`src/rtl/cpu_pkg.sv`:
```
// Shared opcode and operand-select encodings for the controller and the execute-stage ALU.
package cpu_pkg;

    localparam logic [7:0] OP_ADD  = 8'd0;
    localparam logic [7:0] OP_ADDI = 8'd1;
    localparam logic [7:0] OP_SUB  = 8'd2;
    localparam logic [7:0] OP_MUL  = 8'd3;
    localparam logic [7:0] OP_DIV  = 8'd4;
    localparam logic [7:0] OP_SLL  = 8'd5;
    localparam logic [7:0] OP_SRL  = 8'd6;
    localparam logic [7:0] OP_AND  = 8'd7;
    localparam logic [7:0] OP_OR   = 8'd8;
    localparam logic [7:0] OP_NOT  = 8'd9;
    localparam logic [7:0] OP_XOR  = 8'd10;
    localparam logic [7:0] OP_LUI  = 8'd11;

    localparam logic [1:0] OP2_RS2  = 2'b00;
    localparam logic [1:0] OP2_UIMM = 2'b01;
    localparam logic [1:0] OP2_IIMM = 2'b10;
    localparam logic [1:0] OP2_ZERO = 2'b11;

    typedef enum logic [1:0] {
        ST_IDLE,
        ST_RUN,
        ST_FIN
    } alu_state_e;

    function automatic logic is_muldiv(input logic [7:0] op);
        return (op == OP_MUL) || (op == OP_DIV);
    endfunction

    function automatic logic [31:0] op2_sel(input logic [1:0]  dir,
                                            input logic [31:12] instr_hi,
                                            input logic [31:0] rs2);
        logic [31:0] v;
        case (dir)
            OP2_RS2:  v = rs2;
            OP2_UIMM: v = {instr_hi, 12'b0};
            OP2_IIMM: v = {{20{instr_hi[31]}}, instr_hi[31:20]};
            default:  v = 32'b0;
        endcase
        return v;
    endfunction

endpackage

```
`src/rtl/alu_muldiv.sv`:
```
// Iterative shift-add multiplier and restoring signed divider; one iteration per clock.
module alu_muldiv import cpu_pkg::*; #(
    parameter int XLEN = 32,
    parameter int ITER = 32
) (
    input  logic            clk,
    input  logic            rst_n,
    input  logic            start,
    input  logic            is_div,
    input  logic [XLEN-1:0] op_a,
    input  logic [XLEN-1:0] op_b,
    output logic            busy,
    output logic            done,
    output logic [XLEN-1:0] result
);

    localparam int CW = $clog2(ITER);

    logic            busy_q, busy_d;
    logic            div_q, div_d;
    logic            neg_q, neg_d;
    logic            dz_q, dz_d;
    logic [CW-1:0]   cnt_q, cnt_d;
    logic [XLEN-1:0] rem_q, rem_d;
    logic [XLEN-1:0] mq_q, mq_d;
    logic [XLEN-1:0] b_q, b_d;

    logic [XLEN-1:0] mul_acc;
    logic [XLEN:0]   rem_sh;
    logic [XLEN:0]   trial;
    logic            div_ok;
    logic [XLEN-1:0] quo_step;

    always_comb begin
        busy_d = busy_q;
        div_d  = div_q;
        neg_d  = neg_q;
        dz_d   = dz_q;
        cnt_d  = cnt_q;
        rem_d  = rem_q;
        mq_d   = mq_q;
        b_d    = b_q;

        mul_acc  = rem_q + (mq_q[0] ? b_q : '0);
        rem_sh   = {rem_q, mq_q[XLEN-1]};
        trial    = rem_sh - {1'b0, b_q};
        div_ok   = ~trial[XLEN];
        quo_step = {mq_q[XLEN-2:0], div_ok};

        if (start) begin
            busy_d = 1'b1;
            div_d  = is_div;
            cnt_d  = CW'(ITER - 1);
            rem_d  = '0;
            if (is_div) begin
                // Divide magnitudes; the quotient sign is applied on the way out.
                mq_d = op_a[XLEN-1] ? -op_a : op_a;
                b_d  = op_b[XLEN-1] ? -op_b : op_b;
                neg_d = op_a[XLEN-1] ^ op_b[XLEN-1];
                dz_d  = (op_b == '0);
            end else begin
                mq_d  = op_b;
                b_d   = op_a;
                neg_d = 1'b0;
                dz_d  = 1'b0;
            end
        end else if (busy_q) begin
            if (cnt_q == '0) begin
                busy_d = 1'b0;
                cnt_d  = '0;
            end else begin
                cnt_d = cnt_q - CW'(1);
            end
            if (div_q) begin
                rem_d = div_ok ? trial[XLEN-1:0] : rem_sh[XLEN-1:0];
                mq_d  = quo_step;
            end else begin
                rem_d = mul_acc;
                mq_d  = mq_q >> 1;
                b_d   = b_q << 1;
            end
        end

        // Final value is presented during the last iteration so the top can register it on that edge.
        done = busy_q && (cnt_q == '0);
        if (div_q)
            result = dz_q ? '1 : (neg_q ? -quo_step : quo_step);
        else
            result = mul_acc;
    end

    always_ff @(posedge clk or negedge rst_n) begin
        if (!rst_n) begin
            busy_q <= 1'b0;
            div_q  <= 1'b0;
            neg_q  <= 1'b0;
            dz_q   <= 1'b0;
            cnt_q  <= '0;
            rem_q  <= '0;
            mq_q   <= '0;
            b_q    <= '0;
        end else begin
            busy_q <= busy_d;
            div_q  <= div_d;
            neg_q  <= neg_d;
            dz_q   <= dz_d;
            cnt_q  <= cnt_d;
            rem_q  <= rem_d;
            mq_q   <= mq_d;
            b_q    <= b_d;
        end
    end

    assign busy = busy_q;

endmodule

```
`src/rtl/alu.sv`:
```
// Execute-stage ALU: operand select, single-cycle datapath and the IDLE/RUN/FIN sequencer
// around the iterative multiply/divide unit.
module alu import cpu_pkg::*; #(
    parameter int XLEN = 32,
    parameter int ITER = 32
) (
    input  logic            clk,
    input  logic            rst_n,
    input  logic            alu_en,
    input  logic [7:0]      alu_op,
    input  logic [1:0]      op2_dir,
    input  logic [31:0]     instr,
    input  logic [XLEN-1:0] rs1_data,
    input  logic [XLEN-1:0] rs2_data,
    output logic [XLEN-1:0] result,
    output logic            busy,
    output logic            done
);

    alu_state_e      state_q, state_d;
    logic [XLEN-1:0] result_q, result_d;
    logic            done_q, done_d;

    logic [XLEN-1:0] op1;
    logic [XLEN-1:0] op2;
    logic [XLEN-1:0] alu_single;
    logic            md_start;
    logic            md_busy;
    logic            md_done;
    logic [XLEN-1:0] md_result;
    logic            unused_instr;

    assign unused_instr = ^instr[11:0];
    assign op1 = rs1_data;
    assign op2 = op2_sel(op2_dir, instr[31:12], rs2_data);

    always_comb begin
        alu_single = '0;
        case (alu_op)
            OP_ADD, OP_ADDI: alu_single = op1 + op2;
            OP_SUB:          alu_single = op1 - op2;
            OP_SLL:          alu_single = op1 << op2[4:0];
            OP_SRL:          alu_single = op1 >> op2[4:0];
            OP_AND:          alu_single = op1 & op2;
            OP_OR:           alu_single = op1 | op2;
            OP_NOT:          alu_single = ~op1;
            OP_XOR:          alu_single = op1 ^ op2;
            OP_LUI:          alu_single = op2;
            default:         alu_single = '0;
        endcase
    end

    always_comb begin
        state_d  = state_q;
        result_d = result_q;
        done_d   = 1'b0;
        md_start = 1'b0;
        case (state_q)
            ST_IDLE: begin
                if (alu_en) begin
                    if (is_muldiv(alu_op)) begin
                        md_start = 1'b1;
                        state_d  = ST_RUN;
                    end else begin
                        result_d = alu_single;
                        done_d   = 1'b1;
                        state_d  = ST_FIN;
                    end
                end
            end
            ST_RUN: begin
                if (md_done) begin
                    result_d = md_result;
                    done_d   = 1'b1;
                    state_d  = ST_FIN;
                end
            end
            ST_FIN:  state_d = ST_IDLE;
            default: state_d = ST_IDLE;
        endcase
    end

    always_ff @(posedge clk or negedge rst_n) begin
        if (!rst_n) begin
            state_q  <= ST_IDLE;
            result_q <= '0;
            done_q   <= 1'b0;
        end else begin
            state_q  <= state_d;
            result_q <= result_d;
            done_q   <= done_d;
        end
    end

    alu_muldiv #(
        .XLEN(XLEN),
        .ITER(ITER)
    ) u_muldiv (
        .clk    (clk),
        .rst_n  (rst_n),
        .start  (md_start),
        .is_div (alu_op == OP_DIV),
        .op_a   (op1),
        .op_b   (op2),
        .busy   (md_busy),
        .done   (md_done),
        .result (md_result)
    );

    assign result = result_q;
    assign busy   = md_busy;
    assign done   = done_q;

endmodule

```
`config.mk`:
```
export PLATFORM = sky130hd
export DESIGN_NAME = alu
export DESIGN_NICKNAME = d
export VERILOG_FILES = /design/src/rtl/cpu_pkg.sv /design/src/rtl/alu_muldiv.sv /design/src/rtl/alu.sv
export SDC_FILE = /design/constraint.sdc
export NUM_CORES = 1
export LEC_CHECK = 0
export CORE_UTILIZATION = 30
export DETAILED_ROUTE_END_ITERATION = 10
export SLEW_MARGIN = 15
export SYNTH_ARGS = -nofsm -noshare
export SYNTH_HDL_FRONTEND = slang
export SYNTH_SLANG_ARGS = --single-unit
export TNS_END_PERCENT = 20
```
`constraint.sdc`:
```
create_clock -name clk -period 11 [get_ports clk]
set_clock_uncertainty 0.2 [all_clocks]
set_input_delay 3.3 -clock clk [delete_from_list [all_inputs] [get_ports clk]]
set_output_delay 3.3 -clock clk [all_outputs]
set_load 0.005 [all_outputs]
```
* After elaboration in Yosys (flattened, before gate mapping)
Index checks and enable logic that the tools add are counted.
** Cells by class
- Shifts and indexed selects :: 2
- Div/mod/pow operators :: 0
- Order comparisons :: 0
- $add $sub $neg :: 8
- Bitwise gates (word level) :: 6
- Muxes and demuxes :: 43
- Reduce and logical (&&, ||, !) cells :: 13
- $mul :: 0
- Eq/ne operators :: 18
** Operators by type and width (count)
- $mux 32 :: 21
- $pmux 32 s9 :: 1
- $neg 32->32 :: 3
- $pmux 32 s3 :: 1
- $add 32x32->32 :: 2
- $pmux 32 s2 :: 1
- $sub 33x32->33 :: 1
- $and 32x32->32 :: 1
- $eq 8x3->1 const B :: 4
- $eq 8x4->1 const B :: 4
- $logic_not 32->1 :: 1
- $not 32->32 :: 1
- $or 32x32->32 :: 1
- $shl 32x5->32 :: 1
- $shr 32x5->32 :: 1
- $sub 32x32->32 :: 1
- $xor 32x32->32 :: 1
- $eq 8x2->1 const B :: 2
- $mux 5 :: 3
- $mux 1 :: 11
- $eq 8x1->1 const B :: 1
- $logic_not 8->1 :: 1
- $ne 2x2->1 const B :: 4
- $mux 2 :: 3
- other kinds (15) :: 19
** Word-level totals
- Word-level logic and storage cells :: 101
- ROM bits :: 0
- Bits in latches :: 0
- Register bits :: 140
- Output and inout bits :: 34
- Input port bits :: 109
- Bits in writable memories :: 0
- Memories kept :: 0

* Depth between registers and ports, before layout
- Depth after elaboration :: 8
- Depth in mapped cells :: 24

* Hierarchy
From an unflattened synthesis, not the netlist that was laid out.
** Unflattened totals
- Cell total of the unflattened synthesis :: 3005
- Area, all modules :: 21987.3 sq um
** By module, submodules not included
- alu_muldiv :: area an instance 11567.3 sq um, cells each 1561, times used 1
- alu :: area an instance 10420.0 sq um, cells each 1444, times used 1

* Worst setup path before layout
Ideal clock, no wire load.
- Path type :: input to register
- From :: in op2_dir[0]
- To :: reg result_q[31], in the netlist result[31]
- Path buffers :: 6
- Setup time :: 0.134 ns
- Path slack :: 2.932 ns
- Arrival time :: 7.733 ns
- Stages :: 21
- Cells stage by stage :: buf_2 > buf_2 > or2_2 > clkbuf_1 > inv_1 > clkbuf_1 > clkbuf_1 > clkbuf_1 > o21ai_0 > xnor2_1 > ha_1 > o21a_1 > o31a_1 > o311a_1 > a21oi_1 > nor4_1 > o41a_1 > o41ai_1 > o21bai_1 > mux2i_1 > o211ai_1
** Between the ends
- Word-level cells in the longest chain between the ends :: 7
- Elaborated cells between the ends (all ways) :: 15
- Classes of those cells :: add/sub (2); eq/ne (2); shift (2); mux (5); bitwise (3); reduce/logical (1)
** RTL lines
- from (decl) :: RTL line alu.sv:11 : input logic [1:0] op2_dir,
- $eq 2x2->1, or another cell as far along :: RTL line cpu_pkg.sv:36 : case (dir)
- $pmux 32 s3 * :: RTL line cpu_pkg.sv:36
- $sub 32x32->32, or another cell as far along :: RTL line alu.sv:41 : OP_SUB: alu_single = op1 - op2;
- $pmux 32 s9 * :: RTL line alu.sv:39 : case (alu_op)
- $mux 32 * :: RTL line alu.sv:61 : if (is_muldiv(alu_op)) begin
- $mux 32 * :: RTL line alu.sv:60 : if (alu_en) begin
- $pmux 32 s2 * :: RTL line alu.sv:58 : case (state_q)
- to (signal assigned) :: RTL line alu.sv:90 : result_q <= result_d;
- to (decl) :: RTL line alu.sv:21 : logic [XLEN-1:0] result_q, result_d;
Mark *: on every way between the ends. The rest lies on a longest branch, timed or not. The select of a mux whose other input is x is not followed.
A chain may end at the register's enable or synchronous reset.

* Worst setup path in the final report
- From :: in alu_op[7]
- To :: reg result_q[31], in the netlist result[31]
** Between the ends
- Word-level cells in the longest chain between the ends :: 6
- Elaborated cells between the ends (all ways) :: 20
- Classes of those cells :: eq/ne (12); mux (4); reduce/logical (4)
** RTL lines
- from (decl) :: RTL line alu.sv:10 : input logic [7:0] alu_op,
- $eq 8x1->1 or $logic_not 8->1 (tied branches) :: RTL line alu.sv:39
- $reduce_or 2->1 :: RTL line alu.sv:39
- $pmux 32 s9 :: RTL line alu.sv:39
- $mux 32 :: RTL line alu.sv:61
- $mux 32 :: RTL line alu.sv:60
- $pmux 32 s2 :: RTL line alu.sv:58
Several ways; a longest one is shown, not always the timed one. The select of a mux whose other input is x is not followed.

==> results.cfg <==
[clocking]
clock_path_buffers = 2
clk-insertion-delay-late_ns = 0.45
h-tree-depth = 4
cts_sinks = 140
cts_tree = yes
cts_resized = 0
cts-root-buf = clkbuf_16
hold_buffers = 0
cts_buffers = 17
clkSlewWorstSetupHoldPaths_ns = 0.06
cts_setup_buffers = 0

[cells_and_area]
syn_to_final_growth_pct = 12.94
final_cell_mix = 324 x nor2_1, 280 x nand2_1, 253 x a21oi_1
drive_above_1_share_pct = 7.780
finalNetCount = 3166
final_common_cell = nor2_1
nFillCells = 7484
final_area_um2 = 24140

[timing]
rsz0062_at_grt = no
setup_viol = 0
finalHoldViolations = 0
fin_crit_sh_pct = 84.24
setup_tns_ns = 0
max_freq_mhz = 107.9
period_minus_slack_ns = 9.266
worst_pin_slew_ns = 1.264
slew_headroom_pct = 15.21
finalMaxSlewViolations = 0

[global_route]
grt_overflow = 0
busiest_layer = met2
grt_use_met2_pct = 43.73
use_met3_pct = 4.877
grtUsageTotal_pct = 27.86
antenna_found_initial = 6
grt_max_degree = 73
grt_pass1_vias = 21560
met1_usage_pct = 37.15
grt_pass1_wl_um = 148300

[yosys]
synth_top_area_cell = dfrtp_1
ys_types = 85
synthFlopType = dfrtp_1
yosys_warnings = 0
synthTopCellsByArea = dfrtp_1 16%, ha_1 9.5%, mux4_2 6.8%
ys_seq_area_share_pct = 16.39
synth_fp_nets = 3174
syn-cell-area_um2 = 21380
synth_edf_count = 0
yosysTopAreaCellShare_pct = 16.39
ys_ff_latch = 140
synthArstFlopShare_pct = 100.0
synth.avg_cell_area_um2 = 7.371
synthCells = 2900

[power_and_ir_drop]
p_sw_w = 0.002648
comb_power_share_pct = 69.6
intPower_w = 0.002379
power.leakage_nw = 9.944
powerDensity_nw_per_um2 = 208.2
power.share.clock_pct = 11.8
vdd_drop_max_uv = 171.4
netSwitchingFraction_pct = 52.67
seqPwrFrac_pct = 18.7

[die]
die_y_um = 268.9
die-area_um2 = 72320
start_util_pct = 30.42
rows = 97
core_um2 = 70270
die_w_um = 268.9
io_pins = 143

[place]
postPlaceCellArea_um2 = 23550
gp_congestion = 1.033
io_buffer_count = 130
place_hpwl_um = 77950

[setup_path]
crit_top_cell = nand2_1
path_cells = clkdlybuf4s50_1 > or4_1 > nor3_1 > nand2_1 > nand2_1 > xnor2_1 > inv_1 > ha_1 > nor2b_1 > o31a_1 > o311a_1 > a21oi_1 > buf_4 > nor4_1 > o41a_1 > o41ai_1 > o21bai_1 > mux2i_1 > o211ai_1
cpMaxStageDelayCell = or4_1
start_kind = primary input
critPathTopFamily = simple AND/OR/NAND/NOR gates
r2r_start = u_muldiv.mq_q[31]$_DFFE_PN0P_
cp_data_arrival_time_ns = 9.36
path_buf_inv = 3
crit_fanout = 15
criticalPathCategory = primary input to register
critPathMaxStageDelay_ns = 0.72
cp-end-kind = register
required_ns = 11.09
crit_start = alu_op[7]

[detailed_routing]
drt-pass1-iter-count = 6
wl_per_cell_um = 26.44
ant_nets = 0
wl_um = 101700
viasPerCell = 6.064
drc = 0
routed-via-count = 23330
drtIter0Drc = 2957

[min_path]
worst_hold_startpoint = result[14]$_DFFE_PN0P_
hold_path.class = register to register

[flow_run]
drv_cap = 0

[run_status]
outcome = finished clean
[registers in the layout (all words and copies together) (netlist names)]
| register | count |
|---|---|
| done | 1 |
| result | 32 |
| state_q | 2 |
| u_muldiv.b_q | 32 |
| u_muldiv.busy | 1 |
| u_muldiv.cnt_q | 5 |
| u_muldiv.div_q | 1 |
| u_muldiv.dz_q | 1 |
| u_muldiv.mq_q | 32 |
| u_muldiv.neg_q | 1 |
| u_muldiv.rem_q | 32 |
[layer usage]
layer | share of wire (%) | routed length, µm
met2 | 44 | 45230
met4 | 5.1 | 5142
met1 | 42 | 42400
met3 | 8.8 | 8921
met5 | 0.011 | 11
[path summary, 6_finish.rpt]
| path | endpoint | depth (start not counted) | slack (ns) |
|---|---|---|---|
| min in group asynchronous | u_muldiv.rem_q[29]$_DFFE_PN0P_ | 1 | 2.63 |
| max in group asynchronous | u_muldiv.cnt_q[2]$_DFFE_PN0P_ | 2 | 6.54 |
| setup reg to reg | result[24]$_DFFE_PN0P_ | 20 | 4.96 |
| hold / removal | result[14]$_DFFE_PN0P_ | 2 | 0.29 |
| hold reg to reg | result[14]$_DFFE_PN0P_ | 2 | 0.29 |
| setup / recovery | result[31]$_DFFE_PN0P_ | 19 | 1.73 |
[power groups by stage]
stage	registers, W	clock network [W]	logic, W
after floorplan	0.000843	0	0.00255
after global routing	0.000964	0.000617	0.00384
after detailed placement	0.000939	0	0.00342
final	0.000938	0.000591	0.00350
after global placement	0.000931	0	0.00342
after CTS	0.000929	0.000596	0.00344
[kinds of logic (layout without fill, tap and decap cells)]
logic type,count (synthesis),after routing,synth area share [%]
AND/OR/NAND/NOR,887,887,18.41
adder cells (fa/ha/maj),165,165,9.764
multiplexers,167,167,11.72
XOR/XNOR,180,180,7.375
buffers and inverters,379,384,6.843
AO/OA/AOI/OAI,982,982,29.50
other,0,2,0
flip-flops,140,140,16.39
[worst min-delay path, cell delays in order, from the launching register on]
cell	delay (ns)
dfrtp_1	0.34
nand2_1	0.05
o21ai_0	0.06
[area by class of cell]
| cell class | count | area, µm² | area share (%) |
|---|---|---|---|
| clock buffers | 22 | 484.2 | 2.006 |
| clock inverters | 10 | 102.6 | 0.4250 |
| inverters | 149 | 559.3 | 2.317 |
| repair buffers | 203 | 1836 | 7.603 |
| well taps | 940 | 1176 | 4.872 |
| diodes | 2 | 5.005 | 0.02073 |
| multi-input cells | 2381 | 16470 | 68.22 |
| flip-flops and latches | 140 | 3508 | 14.53 |
[synthesized netlist by cell type, drive strengths merged (13+ instances only)]
master and instances:
inv 147, nor3 71, nor2 328, a21oi 256
clkbuf 186, mux4 66, xnor2 136, o21ai 248
a221oi 18, nor2b 17, or2 13, nand2 281
o211ai 61, nand3 52, o22ai 26, ha 162
mux2i 97, and3 14, buf 44, or3 29
nand4 20, and2 13, nand2b 18, a21o 40
dfrtp 140, a31oi 42, a22oi 14, o21a 13
o21bai 16, a211oi 68, xor2 44, o31ai 30
o221ai 18
[per-stage QoR]
step / std cells / utilization, % / setup WS, ns / hold WS [ns] / total power [W]
CTS: 3845 / 34.35 / 1.916 / 0.2975 / 0.004966
global placement: 3813 / 33.51 / 1.563 / 0.2717 / 0.004346
detailed placement: 3813 / 33.51 / 1.495 / 0.2836 / 0.004356
floorplan: 2900 / - / 2.932 / 0.2631 / 0.003396
finish: 3847 / 34.36 / 1.734 / 0.2904 / 0.005027
global route: 3846 / 34.35 / 1.412 / 0.3298 / 0.005425
No activity file was read; power rests on OpenSTA's default activity.
